<file path="src/rtl/core_regfile_mp_pkg.sv">
// Shared constants and helpers for the multi-port integer register file.
// Latency: none (declarations only).
// Backpressure: none (declarations only).
package core_regfile_mp_pkg;

  // Default data width of one architectural register
  localparam int XLEN_DEF = 32;

  // Register 0 is hardwired to zero: never written, never pending
  localparam int REG_ZERO = 0;

  // Address width needed to index n registers
  function automatic int addr_w(input int n);
    return $clog2(n);
  endfunction

endpackage

</file>
<file path="src/rtl/core_regfile_mp_if.sv">
// Register-file bus: operand reads, write-back commits, issue/flush scoreboard traffic.
// Latency: wires only; timing is set by the attached modules.
// Backpressure: none; dispatch stalls itself on iss_waw / rd_busy.
interface core_regfile_mp_if
  import core_regfile_mp_pkg::*;
#(
  parameter int XLEN = XLEN_DEF,
  parameter int AW   = 5,
  parameter int NRD  = 2,
  parameter int NWR  = 1
);

  logic [NRD*AW-1:0]   rd_addr;
  logic [NRD*XLEN-1:0] rd_data;
  logic [NRD-1:0]      rd_busy;
  logic [NWR-1:0]      wr_en;
  logic [NWR*AW-1:0]   wr_addr;
  logic [NWR*XLEN-1:0] wr_data;
  logic                iss_en;
  logic [AW-1:0]       iss_addr;
  logic                iss_waw;
  logic                flush;
  logic [AW:0]         pend_cnt;

  // Pipeline side: decode, dispatch, write-back and the flush controller
  modport master (
    output rd_addr, wr_en, wr_addr, wr_data, iss_en, iss_addr, flush,
    input  rd_data, rd_busy, iss_waw, pend_cnt
  );

  // Register-file side
  modport slave (
    input  rd_addr, wr_en, wr_addr, wr_data, iss_en, iss_addr, flush,
    output rd_data, rd_busy, iss_waw, pend_cnt
  );

endinterface

</file>
<file path="src/rtl/core_regfile_mp_sb.sv">
// Pending scoreboard: one bit per register, set on issue, cleared on write-back or flush.
// Latency: pending bits and pend_cnt update at the clock edge; iss_waw is combinational.
// Backpressure: none; iss_waw only reports the hazard, the issue is never blocked here.
module core_regfile_sb
  import core_regfile_mp_pkg::*;
#(
  parameter int NREG = 32,
  parameter int AW   = addr_w(NREG)
)(
  input  logic            clk,
  input  logic            rst_n,
  input  logic            iss_en,
  input  logic [AW-1:0]   iss_addr,
  input  logic [NREG-1:0] wr_hit,
  input  logic            flush,
  output logic [NREG-1:0] pend,
  output logic            iss_waw,
  output logic [AW:0]     pend_cnt
);

  logic [NREG-1:0] pend_q, pend_d;
  logic [AW:0]     cnt_q, cnt_d;

  // Next pending state: flush beats issue beats write-back; a new producer supersedes the old
  always_comb begin
    pend_d = pend_q;
    for (int r = 1; r < NREG; r++) begin
      if (flush) begin
        pend_d[r] = 1'b0;
      end else if (iss_en && iss_addr == AW'(r)) begin
        pend_d[r] = 1'b1;
      end else if (wr_hit[r]) begin
        pend_d[r] = 1'b0;
      end
    end
    pend_d[REG_ZERO] = 1'b0;
    cnt_d = '0;
    for (int r = 0; r < NREG; r++) begin
      cnt_d = cnt_d + {{AW{1'b0}}, pend_d[r]};
    end
  end

  // Pending bits and their population count move together
  always_ff @(posedge clk or negedge rst_n) begin
    if (!rst_n) begin
      pend_q <= '0;
      cnt_q  <= '0;
    end else begin
      pend_q <= pend_d;
      cnt_q  <= cnt_d;
    end
  end

  // WAW check uses the registered bit, before any same-cycle write-back
  assign iss_waw  = iss_en & pend_q[iss_addr];
  assign pend     = pend_q;
  assign pend_cnt = cnt_q;

endmodule

</file>
<file path="src/rtl/core_regfile_mp.sv">
// Multi-port integer register file with optional write-to-read bypass and pending scoreboard.
// Latency: reads combinational (0 cycles); writes commit at the clock edge.
// Backpressure: none; hazards are reported via rd_busy/iss_waw for dispatch to stall on.
module core_regfile_mp
  import core_regfile_mp_pkg::*;
#(
  parameter int XLEN   = XLEN_DEF,
  parameter int NREG   = 32,
  parameter int AW     = addr_w(NREG),
  parameter int NRD    = 2,
  parameter int NWR    = 1,
  parameter int BYPASS = 1
)(
  input  logic             clk,
  input  logic             rst_n,
  core_regfile_mp_if.slave rf
);

  logic [NREG-1:0][XLEN-1:0] regs_q, regs_d;
  logic [NREG-1:0]           wr_hit;
  logic [NREG-1:0]           pend;

  // Write-port arbitration: later ports overwrite earlier ones, so the highest index wins
  always_comb begin
    regs_d = regs_q;
    wr_hit = '0;
    for (int j = 0; j < NWR; j++) begin
      if (rf.wr_en[j] && rf.wr_addr[j*AW +: AW] != AW'(REG_ZERO)) begin
        regs_d[rf.wr_addr[j*AW +: AW]] = rf.wr_data[j*XLEN +: XLEN];
        wr_hit[rf.wr_addr[j*AW +: AW]] = 1'b1;
      end
    end
  end

  // Register storage; entry 0 is never loaded so it stays zero
  always_ff @(posedge clk or negedge rst_n) begin
    if (!rst_n) begin
      regs_q <= '0;
    end else begin
      regs_q <= regs_d;
    end
  end

  // Read muxes: stored value and pending bit, overridden by an in-flight write when bypassing
  always_comb begin
    rf.rd_data = '0;
    rf.rd_busy = '0;
    for (int i = 0; i < NRD; i++) begin
      rf.rd_data[i*XLEN +: XLEN] = regs_q[rf.rd_addr[i*AW +: AW]];
      rf.rd_busy[i]              = pend[rf.rd_addr[i*AW +: AW]];
      if (BYPASS != 0) begin
        for (int j = 0; j < NWR; j++) begin
          if (rf.wr_en[j] && rf.wr_addr[j*AW +: AW] == rf.rd_addr[i*AW +: AW]) begin
            rf.rd_data[i*XLEN +: XLEN] = rf.wr_data[j*XLEN +: XLEN];
            rf.rd_busy[i]              = 1'b0;
          end
        end
      end
      if (rf.rd_addr[i*AW +: AW] == AW'(REG_ZERO)) begin
        rf.rd_data[i*XLEN +: XLEN] = '0;
        rf.rd_busy[i]              = 1'b0;
      end
    end
  end

  core_regfile_sb #(
    .NREG (NREG),
    .AW   (AW)
  ) u_sb (
    .clk      (clk),
    .rst_n    (rst_n),
    .iss_en   (rf.iss_en),
    .iss_addr (rf.iss_addr),
    .wr_hit   (wr_hit),
    .flush    (rf.flush),
    .pend     (pend),
    .iss_waw  (rf.iss_waw),
    .pend_cnt (rf.pend_cnt)
  );

endmodule
</file>
<file path="src/flat_wrapper.sv">
// flat-port wrapper written by rule: the top's interface ports become plain ports
module core_regfile_mp_flat import core_regfile_mp_pkg::*;
#(
  parameter int XLEN   = XLEN_DEF,
  parameter int NREG   = 32,
  parameter int AW     = addr_w(NREG),
  parameter int NRD    = 2,
  parameter int NWR    = 1,
  parameter int BYPASS = 1
)
  (clk, rst_n, rf_rd_addr, rf_wr_en, rf_wr_addr, rf_wr_data, rf_iss_en, rf_iss_addr, rf_flush, rf_rd_data, rf_rd_busy, rf_iss_waw, rf_pend_cnt);
  core_regfile_mp_if #(.XLEN(XLEN), .AW(AW), .NRD(NRD), .NWR(NWR)) rf_i ();
  input  logic clk;
  input  logic rst_n;
  input wire logic [$bits(rf_i.rd_addr)-1:0] rf_rd_addr;
  input wire logic [$bits(rf_i.wr_en)-1:0] rf_wr_en;
  input wire logic [$bits(rf_i.wr_addr)-1:0] rf_wr_addr;
  input wire logic [$bits(rf_i.wr_data)-1:0] rf_wr_data;
  input wire logic [$bits(rf_i.iss_en)-1:0] rf_iss_en;
  input wire logic [$bits(rf_i.iss_addr)-1:0] rf_iss_addr;
  input wire logic [$bits(rf_i.flush)-1:0] rf_flush;
  output wire logic [$bits(rf_i.rd_data)-1:0] rf_rd_data;
  output wire logic [$bits(rf_i.rd_busy)-1:0] rf_rd_busy;
  output wire logic [$bits(rf_i.iss_waw)-1:0] rf_iss_waw;
  output wire logic [$bits(rf_i.pend_cnt)-1:0] rf_pend_cnt;
  assign rf_i.rd_addr = rf_rd_addr;
  assign rf_i.wr_en = rf_wr_en;
  assign rf_i.wr_addr = rf_wr_addr;
  assign rf_i.wr_data = rf_wr_data;
  assign rf_i.iss_en = rf_iss_en;
  assign rf_i.iss_addr = rf_iss_addr;
  assign rf_i.flush = rf_flush;
  assign rf_rd_data = rf_i.rd_data;
  assign rf_rd_busy = rf_i.rd_busy;
  assign rf_iss_waw = rf_i.iss_waw;
  assign rf_pend_cnt = rf_i.pend_cnt;
  core_regfile_mp #(.XLEN(XLEN), .NREG(NREG), .AW(AW), .NRD(NRD), .NWR(NWR), .BYPASS(BYPASS)) u_core (.clk(clk), .rst_n(rst_n), .rf(rf_i));
endmodule
</file>
<file path="config.mk">
export PLATFORM = sky130hd
export DESIGN_NAME = core_regfile_mp_flat
export DESIGN_NICKNAME = d
export VERILOG_FILES = /design/src/rtl/core_regfile_mp_pkg.sv /design/src/rtl/core_regfile_mp_if.sv /design/src/rtl/core_regfile_mp_sb.sv /design/src/rtl/core_regfile_mp.sv /design/src/flat_wrapper.sv
export SDC_FILE = /design/constraint.sdc
export NUM_CORES = 2
export LEC_CHECK = 0
export BUFFER_PORTS_ARGS = -buffer_cell sky130_fd_sc_hd__buf_2
export CAP_MARGIN = 20
export CORE_MARGIN = 2
export CORE_UTILIZATION = 41
export CTS_CLUSTER_DIAMETER = 50
export DETAILED_ROUTE_END_ITERATION = 10
export GPL_ROUTABILITY_DRIVEN = 0
export SKIP_LAST_GASP = 1
export SYNTH_ARGS = -nofsm -noshare
export SYNTH_HDL_FRONTEND = slang
export SYNTH_SLANG_ARGS = --single-unit
</file>
<file path="constraint.sdc">
create_clock -name clk -period 4.5 [get_ports clk]
set_input_delay 1.35 -clock clk [delete_from_list [all_inputs] [get_ports clk]]
set_output_delay 1.35 -clock clk [all_outputs]
set_load 0.03 [all_outputs]
</file>
==> results.sh <==
export IMPL_outcome="complete, but fails checks"
export IMPL_violations="negative setup slack"
export IMPL_layout_drive_gt1_share_pct=59.1
export IMPL_holdPathStages=0
export IMPL_post_drt_wl_per_cell_microns=31.0
export IMPL_path_class="in -> reg"
export IMPL_cpPeakStageDelay_ns=0.55
export IMPL_finalCriticalPeriod_ns=5.68
export IMPL_slew_violations=0
export IMPL_synth_top_cell_area_share_pct=45.2
export IMPL_timing_fmax_ghz=0.176
export IMPL_grt_pass1_wl_microns=298000
export IMPL_vias_per_cell=6.23
export IMPL_cts_clk_slew_worst_paths_ns=0.06
export IMPL_multi_input_area_sq_um=31500
export IMPL_fillers=11800
export IMPL_n_antenna_cell=0
export IMPL_worstSetupEndpointType="flip-flop"
export IMPL_r2r_cells=14
export IMPL_die_area_sq_um=146000
export IMPL_total_power_mw=31.2
export IMPL_finalHoldViolCount=0
export IMPL_synth_nets=4209
export IMPL_drv_cap=0
export IMPL_seqCellArea_sq_um=26600
export IMPL_clock_latency_ns=0.77
export IMPL_area_growth_pct=26.3
export IMPL_numPortBuffers=129
export IMPL_dp_hpwl_microns=122000
export IMPL_ctsLongestPathBuffers=3
export IMPL_slew_headroom_pct=27.4
export IMPL_synth_top_family_by_area="multiplexers"
export IMPL_ys_warnings_count=0
export IMPL_muxShareOfSynthArea_pct=40.9
export IMPL_p_leak_nw=32.7
export IMPL_ir_drop_v=0.000341
export IMPL_drc_errors=0
export IMPL_crit_path_start_kind="primary input"
export IMPL_grt_pass1_vias=42300
export IMPL_synth_edf_count=0
export IMPL_yosysSeqAreaShare_pct=45.2
export IMPL_fin_nets=4695
export IMPL_final_setup_tns_ns=-28.69
export IMPL_ys_top_cells_by_area="dfrtp_1 (45%), mux2_2 (19%), mux4_2 (17%), mux2i_1 (3.6%), clkbuf_1 (1.4%)"
export IMPL_tritoncts="yes"
export IMPL_cpMaxStageDelayCell="fa_1"
export IMPL_synthesis_area_sq_um=58800
export IMPL_setup_viol=73
export IMPL_die_w_microns=383
export IMPL_start_util_pct=41.4
export IMPL_hold_class="reg -> reg"
export IMPL_path_cells="buf_8 > or3b_4 > o21ai_2 > a21o_1 > fa_1 > fa_1 > inv_2 > fa_1 > inv_1 > fa_1 > fa_1 > inv_2 > fa_1 > fa_2 > fa_2 > a21o_1 > a21oi_2 > xnor2_1"
export IMPL_crit_arrival_ns=6.38
export IMPL_antenna_found_initial=4
export IMPL_powerDensity_nw_per_um2=421
export IMPL_ys_ff_latch=1061
export IMPL_yosysTopAreaCell="dfrtp_1"
export IMPL_timing_final_ws_setup_ns=-1.18
export IMPL_rows=138
export IMPL_cts_made_buffers=137
export IMPL_fin_util_pct=52.3
export IMPL_grt_max_degree=137
export IMPL_stdcell_count=6607
export IMPL_synthMostInstantiatedCell="dfrtp_1"
export IMPL_crit_top_cell="fa_1"
export IMPL_root_buffer="clkbuf_16"
export IMPL_ios=130
export IMPL_synth_xor_area_share_pct=0.194
export IMPL_first_iter_violations=3488
export IMPL_worstPathMaxFanout=5
export IMPL_rsz0062_at_grt="true"
export IMPL_htree_levels=4
export IMPL_cts_sinks=1061
export IMPL_worst_pin_slew_ns=1.09
export IMPL_synth_top_cells_by_count="dfrtp_1 (1061), mux2_2 (1002), mux4_2 (452), clkbuf_1 (218), mux2i_1 (211)"
export IMPL_overflow=0
export IMPL_ant_nets=0
export IMPL_routed_wirelength_microns=205000
export IMPL_synth_compound_area_share_pct=5.74
export IMPL_die_h_microns=383
export IMPL_synthArstFlopShare_pct=100
export IMPL_coreArea_sq_um=142000
export IMPL_cp_required_ns=5.20
export IMPL_drt_pass1_iter_count=5
export IMPL_synth_main_ff_cell="dfrtp_1"
export IMPL_grt_usage_pct=27.8
export IMPL_synthAdderAreaFrac_pct=0.932
export IMPL_syn_inst=4122
export IMPL_yosysUniqueCellTypes=61
export IMPL_cts_hold_buf=0
export IMPL_fin_worst_skew_ns=0.00679
export IMPL_num_vias=41200
export IMPL_period_share_pct=126
export IMPL_synth_avg_cell_area_sq_um=14.3
export IMPL_dp_cells=6220
export IMPL_synthSimpleGateAreaFrac_pct=2.79
## critical path: cells and delay by family
| family | cells | cell delay, ns |
|---|---|---|
| buffers and inverters | 4 | 0.24 |
| XOR/XNOR | 1 | 0.12 |
| AO/OA/AOI/OAI | 4 | 0.63 |
| AND/OR/NAND/NOR | 1 | 0.45 |
| adder cells (fa/ha/maj) | 8 | 3.58 |
## layout by cell type, fill, tap and decap left out, types with 45 or more instances in the layout
cell type and n:
a21oi_1 48, a221oi_1 45, buf_12 133, buf_2 48
buf_4 441, buf_6 129, clkbuf_16 148, dfrtp_1 1061
mux2_2 1001, mux2i_1 199, mux4_2 452, nand2_1 67
nor2b_1 46
## kinds of logic (layout without fill, tap and decap cells)
logic type	count (synthesis)	in the layout
flops	1061	1061
xor+xnor	13	13
compound gates	481	481
mux	1707	1707
simple gates	326	326
buf+inv	504	1099
fa+ha+maj	30	30
## power breakdown
part / total [mW] / internal (mW) / switching [mW] / leakage, nW
sequential: 12.6 / 11.3 / 1.31 / 13.6
clock: 11.7 / 7.15 / 4.51 / 2.35
combinational: 6.96 / 4.03 / 2.93 / 16.7
total: 31.2 / 22.5 / 8.75 / 32.7
## layout make-up
cell class              instances  area share, %
inverters                      48          0.246
repair buffers                803           11.8
clock inverters                58           1.09
well taps                    1890           3.18
clock buffers                 190           5.42
multi-input cells            2557           42.5
flip-flops and latches       1061           35.8
## repair_timing
action	4_1_cts	5_1_grt
gates cloned	15	5
setup buffers	100	60
pin swaps	109	132
endpoints found under the setup margin	72	73
gates resized for setup	435	220
## final timing paths
| check | endpoint | startpoint | slack [ns] |
|---|---|---|---|
| worst max-delay path | u_core.u_sb.pend_cnt[4] | rf_wr_addr[1] | -1.18 |
| worst min-delay path | u_core.regs_q[31] | u_core.regs_q[31] | 0.40 |
| max in group asynchronous | u_core.regs_q[766] | rst_n | 2.76 |
| min in group asynchronous | u_core.regs_q[832] | rst_n | 0.55 |
| worst max register to register | u_core.u_sb.pend_cnt[4] | u_core.u_sb.pend[14] | -0.53 |
| worst min register to register | u_core.regs_q[31] | u_core.regs_q[31] | 0.40 |
## per-stage QoR
stage | setup WS, ns | cell area, sq um | hold slack, ns
6_report | -1.18 | 74200 | 0.396
5_1_grt | -1.36 | 74200 | 0.406
4_1_cts | -1.17 | 73000 | 0.396
3_5_place_dp | -2.08 | 65300 | 0.384
3_3_place_gp | -2.09 | 65200 | 0.377
2_1_floorplan | -1.90 | 59000 | 0.441
## routing by layer
| layer | GRT usage, % | part of all wire, % | routed length [microns] |
|---|---|---|---|
| met5 | 0 | 0.015 | 31 |
| met1 | 36.8 | 41 | 83600 |
| met4 | 12.4 | 4.9 | 10000 |
| met3 | 4.82 | 6.4 | 13200 |
| met2 | 44.8 | 48 | 97800 |
## registers in the layout, indices dropped and copies added (netlist names)
| register | flops |
|---|---|
| u_core.u_sb.pend | 31 |
| u_core.regs_q | 1024 |
| u_core.u_sb.pend_cnt | 6 |
No activity file was read; power rests on OpenSTA's default activity.
